File: config.mk
export PLATFORM = sky130hd
export DESIGN_NAME = alu_result_stage_flat
export DESIGN_NICKNAME = d
export VERILOG_FILES = /design/src/rtl/alu_result_stage_if.sv /design/src/rtl/alu_result_stage.sv /design/src/flat_wrapper.sv
export SDC_FILE = /design/constraint.sdc
export NUM_CORES = 1
export LEC_CHECK = 0
export ABC_AREA = 1
export CORE_UTILIZATION = 50
export CTS_CLUSTER_DIAMETER = 200
export DETAILED_ROUTE_END_ITERATION = 16
export GPL_TIMING_DRIVEN = 0
export PLACE_DENSITY = 0.82
export SYNTH_ARGS = -nofsm -noshare
export SYNTH_HDL_FRONTEND = slang
export SYNTH_SLANG_ARGS = --single-unit
File: constraint.sdc
create_clock -name clk -period 4.1 [get_ports clk]
set_input_delay 1.025 -clock clk [delete_from_list [all_inputs] [get_ports clk]]
set_output_delay 1.025 -clock clk [all_outputs]
set_load 0.005 [all_outputs]
File: src/rtl/alu_result_stage_if.sv
// Handshake and payload bundle between the ALU and the EX/MEM result stage.
// The slave modport is the stage itself. The master modport is the side that
// drives the ALU inputs and consumes the stage outputs.
interface alu_result_stage_if #(
  parameter int BUS   = 8,
  parameter int RADDR = 5
);
  // upstream side (ALU -> stage)
  logic             in_valid;
  logic             in_ready;
  logic [BUS-1:0]   sout;
  logic             zero;
  logic             cout;
  logic             overflow;
  logic             negative;
  logic [BUS-1:0]   store_data;
  logic [RADDR-1:0] dest_reg;
  logic             reg_write;
  logic             mem_read;
  logic             mem_write;
  logic [2:0]       branch_cond;
  logic             flags_we;
  logic             trap_en;
  logic             flush;

  // downstream side (stage -> memory access)
  logic             out_valid;
  logic             out_ready;
  logic [BUS-1:0]   out_result;
  logic [BUS-1:0]   out_store_data;
  logic [RADDR-1:0] out_dest_reg;
  logic             out_reg_write;
  logic             out_mem_read;
  logic             out_mem_write;
  logic             branch_taken;
  logic             trap;
  logic [3:0]       flags;

  modport slave (
    input  in_valid, sout, zero, cout, overflow, negative, store_data,
           dest_reg, reg_write, mem_read, mem_write, branch_cond, flags_we,
           trap_en, flush, out_ready,
    output in_ready, out_valid, out_result, out_store_data, out_dest_reg,
           out_reg_write, out_mem_read, out_mem_write, branch_taken, trap,
           flags
  );

  modport master (
    output in_valid, sout, zero, cout, overflow, negative, store_data,
           dest_reg, reg_write, mem_read, mem_write, branch_cond, flags_we,
           trap_en, flush, out_ready,
    input  in_ready, out_valid, out_result, out_store_data, out_dest_reg,
           out_reg_write, out_mem_read, out_mem_write, branch_taken, trap,
           flags
  );
endinterface

File: src/rtl/alu_result_stage.sv
// EX/MEM result stage: captures ALU result, flags and control bits through a
// 2-entry skid buffer (main M drives the outputs, skid S absorbs one entry
// during a stall) so that in_ready comes straight from a flop. Evaluates the
// branch condition at accept time, raises a one-cycle trap on signed overflow
// and keeps sticky NZCV flags.
module alu_result_stage #(
  parameter int BUS   = 8,
  parameter int RADDR = 5
) (
  input  logic                clk,
  input  logic                rst,
  alu_result_stage_if.slave   bus_if
);

  typedef struct packed {
    logic [BUS-1:0]   result;
    logic [BUS-1:0]   store_data;
    logic [RADDR-1:0] dest_reg;
    logic             reg_write;
    logic             mem_read;
    logic             mem_write;
    logic             branch_taken;
  } entry_t;

  entry_t     r_m;
  entry_t     r_s;
  logic       r_m_valid;
  logic       r_s_valid;
  logic       r_in_ready;
  logic       r_trap;
  logic [3:0] r_flags;

  logic       w_acc;
  logic       w_trap_hit;
  logic       w_branch;
  logic       w_m_free;
  entry_t     w_new;
  entry_t     w_m_nxt;
  entry_t     w_s_nxt;
  logic       w_m_valid_nxt;
  logic       w_s_valid_nxt;

  assign w_acc      = bus_if.in_valid & r_in_ready & ~bus_if.flush;
  assign w_trap_hit = w_acc & bus_if.trap_en & bus_if.overflow;
  assign w_m_free   = ~r_m_valid | bus_if.out_ready;

  // Branch decision from the incoming entry's own flags
  always_comb begin
    w_branch = 1'b0;
    case (bus_if.branch_cond)
      3'b000: w_branch = 1'b0;
      3'b001: w_branch = bus_if.zero;
      3'b010: w_branch = ~bus_if.zero;
      3'b011: w_branch = bus_if.negative ^ bus_if.overflow;
      3'b100: w_branch = ~(bus_if.negative ^ bus_if.overflow);
      3'b101: w_branch = ~bus_if.cout;
      3'b110: w_branch = bus_if.cout;
      3'b111: w_branch = 1'b1;
      default: w_branch = 1'b0;
    endcase
  end

  // Build the entry to store; a trapping entry loses its architectural writes
  always_comb begin
    w_new              = '0;
    w_new.result       = bus_if.sout;
    w_new.store_data   = bus_if.store_data;
    w_new.dest_reg     = bus_if.dest_reg;
    w_new.reg_write    = bus_if.reg_write & ~w_trap_hit;
    w_new.mem_read     = bus_if.mem_read;
    w_new.mem_write    = bus_if.mem_write & ~w_trap_hit;
    w_new.branch_taken = w_branch;
  end

  // Skid-buffer next state; M is zeroed whenever it goes empty so the
  // output control bits and branch_taken are 0 while out_valid is 0
  always_comb begin
    w_m_nxt       = r_m;
    w_s_nxt       = r_s;
    w_m_valid_nxt = r_m_valid;
    w_s_valid_nxt = r_s_valid;
    if (bus_if.flush) begin
      w_m_nxt       = '0;
      w_m_valid_nxt = 1'b0;
      w_s_valid_nxt = 1'b0;
    end else if (w_m_free) begin
      if (r_s_valid) begin
        w_m_nxt       = r_s;
        w_m_valid_nxt = 1'b1;
        if (w_acc) begin
          w_s_nxt       = w_new;
          w_s_valid_nxt = 1'b1;
        end else begin
          w_s_valid_nxt = 1'b0;
        end
      end else if (w_acc) begin
        w_m_nxt       = w_new;
        w_m_valid_nxt = 1'b1;
      end else begin
        w_m_nxt       = '0;
        w_m_valid_nxt = 1'b0;
      end
    end else if (w_acc) begin
      w_s_nxt       = w_new;
      w_s_valid_nxt = 1'b1;
    end
  end

  // Storage, ready, trap pulse and sticky flags
  always_ff @(posedge clk or posedge rst) begin
    if (rst) begin
      r_m        <= '0;
      r_s        <= '0;
      r_m_valid  <= 1'b0;
      r_s_valid  <= 1'b0;
      r_in_ready <= 1'b1;
      r_trap     <= 1'b0;
      r_flags    <= 4'b0000;
    end else begin
      r_m        <= w_m_nxt;
      r_s        <= w_s_nxt;
      r_m_valid  <= w_m_valid_nxt;
      r_s_valid  <= w_s_valid_nxt;
      r_in_ready <= ~w_s_valid_nxt;
      r_trap     <= w_trap_hit;
      if (w_acc & bus_if.flags_we)
        r_flags <= {bus_if.negative, bus_if.zero, bus_if.cout, bus_if.overflow};
    end
  end

  assign bus_if.in_ready       = r_in_ready;
  assign bus_if.out_valid      = r_m_valid;
  assign bus_if.out_result     = r_m.result;
  assign bus_if.out_store_data = r_m.store_data;
  assign bus_if.out_dest_reg   = r_m.dest_reg;
  assign bus_if.out_reg_write  = r_m.reg_write;
  assign bus_if.out_mem_read   = r_m.mem_read;
  assign bus_if.out_mem_write  = r_m.mem_write;
  assign bus_if.branch_taken   = r_m.branch_taken;
  assign bus_if.trap           = r_trap;
  assign bus_if.flags          = r_flags;

endmodule
File: src/flat_wrapper.sv
// flat-port wrapper written by rule: the top's interface ports become plain ports
module alu_result_stage_flat 
#(
  parameter int BUS   = 8,
  parameter int RADDR = 5
)
  (clk, rst, bus_if_in_valid, bus_if_sout, bus_if_zero, bus_if_cout, bus_if_overflow, bus_if_negative, bus_if_store_data, bus_if_dest_reg, bus_if_reg_write, bus_if_mem_read, bus_if_mem_write, bus_if_branch_cond, bus_if_flags_we, bus_if_trap_en, bus_if_flush, bus_if_out_ready, bus_if_in_ready, bus_if_out_valid, bus_if_out_result, bus_if_out_store_data, bus_if_out_dest_reg, bus_if_out_reg_write, bus_if_out_mem_read, bus_if_out_mem_write, bus_if_branch_taken, bus_if_trap, bus_if_flags);
  alu_result_stage_if #(.BUS(BUS), .RADDR(RADDR)) bus_if_i ();
  input  logic clk;
  input  logic rst;
  input wire logic [$bits(bus_if_i.in_valid)-1:0] bus_if_in_valid;
  input wire logic [$bits(bus_if_i.sout)-1:0] bus_if_sout;
  input wire logic [$bits(bus_if_i.zero)-1:0] bus_if_zero;
  input wire logic [$bits(bus_if_i.cout)-1:0] bus_if_cout;
  input wire logic [$bits(bus_if_i.overflow)-1:0] bus_if_overflow;
  input wire logic [$bits(bus_if_i.negative)-1:0] bus_if_negative;
  input wire logic [$bits(bus_if_i.store_data)-1:0] bus_if_store_data;
  input wire logic [$bits(bus_if_i.dest_reg)-1:0] bus_if_dest_reg;
  input wire logic [$bits(bus_if_i.reg_write)-1:0] bus_if_reg_write;
  input wire logic [$bits(bus_if_i.mem_read)-1:0] bus_if_mem_read;
  input wire logic [$bits(bus_if_i.mem_write)-1:0] bus_if_mem_write;
  input wire logic [$bits(bus_if_i.branch_cond)-1:0] bus_if_branch_cond;
  input wire logic [$bits(bus_if_i.flags_we)-1:0] bus_if_flags_we;
  input wire logic [$bits(bus_if_i.trap_en)-1:0] bus_if_trap_en;
  input wire logic [$bits(bus_if_i.flush)-1:0] bus_if_flush;
  input wire logic [$bits(bus_if_i.out_ready)-1:0] bus_if_out_ready;
  output wire logic [$bits(bus_if_i.in_ready)-1:0] bus_if_in_ready;
  output wire logic [$bits(bus_if_i.out_valid)-1:0] bus_if_out_valid;
  output wire logic [$bits(bus_if_i.out_result)-1:0] bus_if_out_result;
  output wire logic [$bits(bus_if_i.out_store_data)-1:0] bus_if_out_store_data;
  output wire logic [$bits(bus_if_i.out_dest_reg)-1:0] bus_if_out_dest_reg;
  output wire logic [$bits(bus_if_i.out_reg_write)-1:0] bus_if_out_reg_write;
  output wire logic [$bits(bus_if_i.out_mem_read)-1:0] bus_if_out_mem_read;
  output wire logic [$bits(bus_if_i.out_mem_write)-1:0] bus_if_out_mem_write;
  output wire logic [$bits(bus_if_i.branch_taken)-1:0] bus_if_branch_taken;
  output wire logic [$bits(bus_if_i.trap)-1:0] bus_if_trap;
  output wire logic [$bits(bus_if_i.flags)-1:0] bus_if_flags;
  assign bus_if_i.in_valid = bus_if_in_valid;
  assign bus_if_i.sout = bus_if_sout;
  assign bus_if_i.zero = bus_if_zero;
  assign bus_if_i.cout = bus_if_cout;
  assign bus_if_i.overflow = bus_if_overflow;
  assign bus_if_i.negative = bus_if_negative;
  assign bus_if_i.store_data = bus_if_store_data;
  assign bus_if_i.dest_reg = bus_if_dest_reg;
  assign bus_if_i.reg_write = bus_if_reg_write;
  assign bus_if_i.mem_read = bus_if_mem_read;
  assign bus_if_i.mem_write = bus_if_mem_write;
  assign bus_if_i.branch_cond = bus_if_branch_cond;
  assign bus_if_i.flags_we = bus_if_flags_we;
  assign bus_if_i.trap_en = bus_if_trap_en;
  assign bus_if_i.flush = bus_if_flush;
  assign bus_if_i.out_ready = bus_if_out_ready;
  assign bus_if_in_ready = bus_if_i.in_ready;
  assign bus_if_out_valid = bus_if_i.out_valid;
  assign bus_if_out_result = bus_if_i.out_result;
  assign bus_if_out_store_data = bus_if_i.out_store_data;
  assign bus_if_out_dest_reg = bus_if_i.out_dest_reg;
  assign bus_if_out_reg_write = bus_if_i.out_reg_write;
  assign bus_if_out_mem_read = bus_if_i.out_mem_read;
  assign bus_if_out_mem_write = bus_if_i.out_mem_write;
  assign bus_if_branch_taken = bus_if_i.branch_taken;
  assign bus_if_trap = bus_if_i.trap;
  assign bus_if_flags = bus_if_i.flags;
  alu_result_stage #(.BUS(BUS), .RADDR(RADDR)) u_core (.clk(clk), .rst(rst), .bus_if(bus_if_i));
endmodule
==> impl_metrics.py <==
metrics = {
    "timing": {
        "maxSlewHeadroom_pct": 77.1,
        "fin_skew_ns": 0.00782,
        "worstMarginPinSlew_ns": 0.342,
        "fin_crit_sh_pct": 57.8,
        "hold_viol_final": 0,
        "fin_tns_setup_ns": 0,
        "period_minus_slack_ns": 2.37,
        "setup_violations": 0,
        "clock.fmax_mhz": 422,
        "final-max-slew-violation-count": 0,
        "grt_setup_unrepaired": "no",
    },
    "layout": {
        "seq_area_um2": 1450,
        "multiInputGateArea_um2": 1010,
        "nNetsFinal": 400,
        "final_cells": 434,
        "largest_reg_flops": 25,
        "area_delta_synth_final_pct": 40.5,
        "largest-register": "u_core.r_s",
        "drive_above_1_share_pct": 16.1,
        "num-fill-cells": 362,
        "diodes": 0,
    },
    "hold_path": {
        "min_path_type": "reg2reg",
    },
    "cts": {
        "ctsResizeCount": 0,
        "clock_sinks": 58,
        "cts_max_level": 3,
        "cts_root_buffer": "clkbuf_8",
        "ctsHoldBuffers": 0,
        "numCtsBuffers": 9,
        "clk_latency_ns": 0.33,
        "cts.path.max_buffers": 2,
        "cts_setup_buffers": 0,
        "clkSlewWorstSetupHoldPaths_ns": 0.06,
        "tritoncts": "done",
    },
    "placement": {
        "place_inst": 418,
        "gp_congestion": 0.842,
        "dp_hpwl_um": 4170,
        "io_buffer_count": 69,
    },
    "synth": {
        "ys_ff_latch": 58,
        "synthCells": 281,
        "ys.warnings.count": 0,
        "netlist_top_cells_area": "dfrtp_1 54%, nand2_1 17%, a22oi_2 9.1%",
        "ys_seq_area_share_pct": 55.4,
        "syn-num-nets": 319,
        "syn_area_um2": 2620,
        "avgSynthCellArea_um2": 9.33,
        "synth.most_common_cell": "nand2_1",
        "yosysTopAreaCell": "dfrtp_1",
        "synth_common_cells": "122 x nand2_1, 57 x dfrtp_1, 19 x a22oi_2, 19 x o21ai_1, 12 x o21ai_0",
        "yosys_most_used_dff": "dfrtp_1",
        "synthArstFlopShare_pct": 100,
        "synth_edf_count": 0,
        "synth_top_area_share_pct": 54.4,
        "yosysUniqueCellTypes": 24,
    },
    "worst_setup_path": {
        "end_kind": "output port",
        "cp_num_buf_inv": 1,
        "path_cells": "clkdlybuf4s50_1",
        "worstPathArrival_ns": 1.34,
        "slowest_stage": "dfstp_2",
        "path_class": "reg2out",
        "crit_path_max_incr_delay_ns": 0.53,
        "cp_max_fo": 2,
        "cpLargestDelayFamily": "flip-flops",
        "required_ns": 3.07,
        "cp-start-kind": "flip-flop",
    },
    "outcome": {
        "outcome": "complete, no violations",
    },
    "floorplan": {
        "fp.dieW_um": 74.4,
        "core_area_um2": 4880,
        "dieHeight_um": 74.4,
        "die_area_um2": 5540,
        "row_count": 25,
        "pin_count": 70,
        "start_util_pct": 53.7,
    },
    "route": {
        "first_pass_iters": 4,
        "drc": 0,
        "wl_met2_um": 3000,
        "wl_per_cell_um": 13.8,
        "vias": 2163,
        "vias_per_cell": 4.98,
        "wl_met3_um": 326,
        "first_iter_violations": 104,
        "postRouteAntennaNets": 0,
        "wl_met1_um": 2580,
        "wl_um": 6000,
        "highest_layer": "met4",
    },
    "power": {
        "leakage_uw": 0.00169,
        "comb_power_share_pct": 14.4,
        "swShare_pct": 23.8,
        "seqPwrFrac_pct": 43.3,
        "p_per_area_nw_per_um2": 451,
        "internal_power_uw": 1270,
        "pwr-share-clk_pct": 42.3,
        "switchingPower_uw": 394,
        "vdd_drop_max_mv": 0.239,
    },
    "global_route": {
        "antenna_found_initial": 0,
        "grt_pass1_vias": 2244,
        "grt_usage_pct": 25.0,
        "grt_pass1_wl_um": 10200,
        "grt_overflow": 0,
        "grt_max_degree": 44,
    },
    "run": {
        "drv_cap": 0,
    },
}
path summary, 6_finish.rpt:
kind,startpoint,to,slack (ns),depth (start not counted)
setup / recovery,u_core.bus_if.in_ready,bus_if_in_ready,1.73,1
hold / removal,u_core.r_s[6],u_core.r_s[6],0.49,2
setup reg to reg,u_core.bus_if.in_ready,u_core.bus_if.branch_taken,2.64,9
hold reg to reg,u_core.r_s[6],u_core.r_s[6],0.49,2
max in group asynchronous,rst,u_core.bus_if.in_ready,2.51,3
min in group asynchronous,rst,u_core.bus_if.out_result[1],0.99,2
metrics by stage:
| stage | util [%] | instance area (um2) | setup WS (ns) | power [uW] | hold slack [ns] |
|---|---|---|---|---|---|
| detailed placement | 70.0 | 3420 | 1.57 | 966 | 0.472 |
| floorplan | - | 2620 | 1.65 | 846 | 0.449 |
| global placement | 69.6 | 3400 | 0.644 | 950 | 0.463 |
| global route | 75.5 | 3680 | 1.69 | 1740 | 0.514 |
| CTS | 75.5 | 3680 | 1.71 | 1670 | 0.488 |
| finish | 75.5 | 3680 | 1.73 | 1660 | 0.487 |
layout by cell type (no fill, tap or decap), types with 6 or more instances in the layout:
cell type	Yosys	routed
o21ai_0	12	12
a22oi_2	19	19
dfrtp_1	57	57
buf_2	6	6
nor2_1	11	11
o21ai_1	19	19
clkbuf_8	0	10
nand2_1	122	122
inv_1	10	9
clkdlybuf4s50_1	0	69
metal layers:
| metal | up-vias | global-route usage, % |
|---|---|---|
| li1 | 1073 | - |
| met1 | 1024 | 30.7 |
| met2 | 57 | 42.1 |
| met3 | 9 | 5.83 |
| met4 | 0 | 10.9 |
| met5 | - | 0 |
cells by family after synthesis:
kind of cell,synth area share (%)
flops,55.4
mux,0.429
buf+inv,6.15
simple gates,21.3
compound gates,16.7
cell type report:
type,count,share of cell area (%)
well taps,67,2.28
flip-flops and latches,58,39.4
inverters,13,1.32
repair buffers,70,19.3
clock inverters,5,3.40
clock buffers,11,3.84
plain buffers,14,3.06
multi-input cells,196,27.4
power groups by stage:
stage               clock network [uW]  logic [uW]  registers, uW
detailed placement                   0         240            726
CTS                                713         243            718
floorplan                            0         129            717
global placement                     0         229            721
global route                       738         272            728
finish                             703         240            719
No activity file was read; power rests on OpenSTA's default activity.
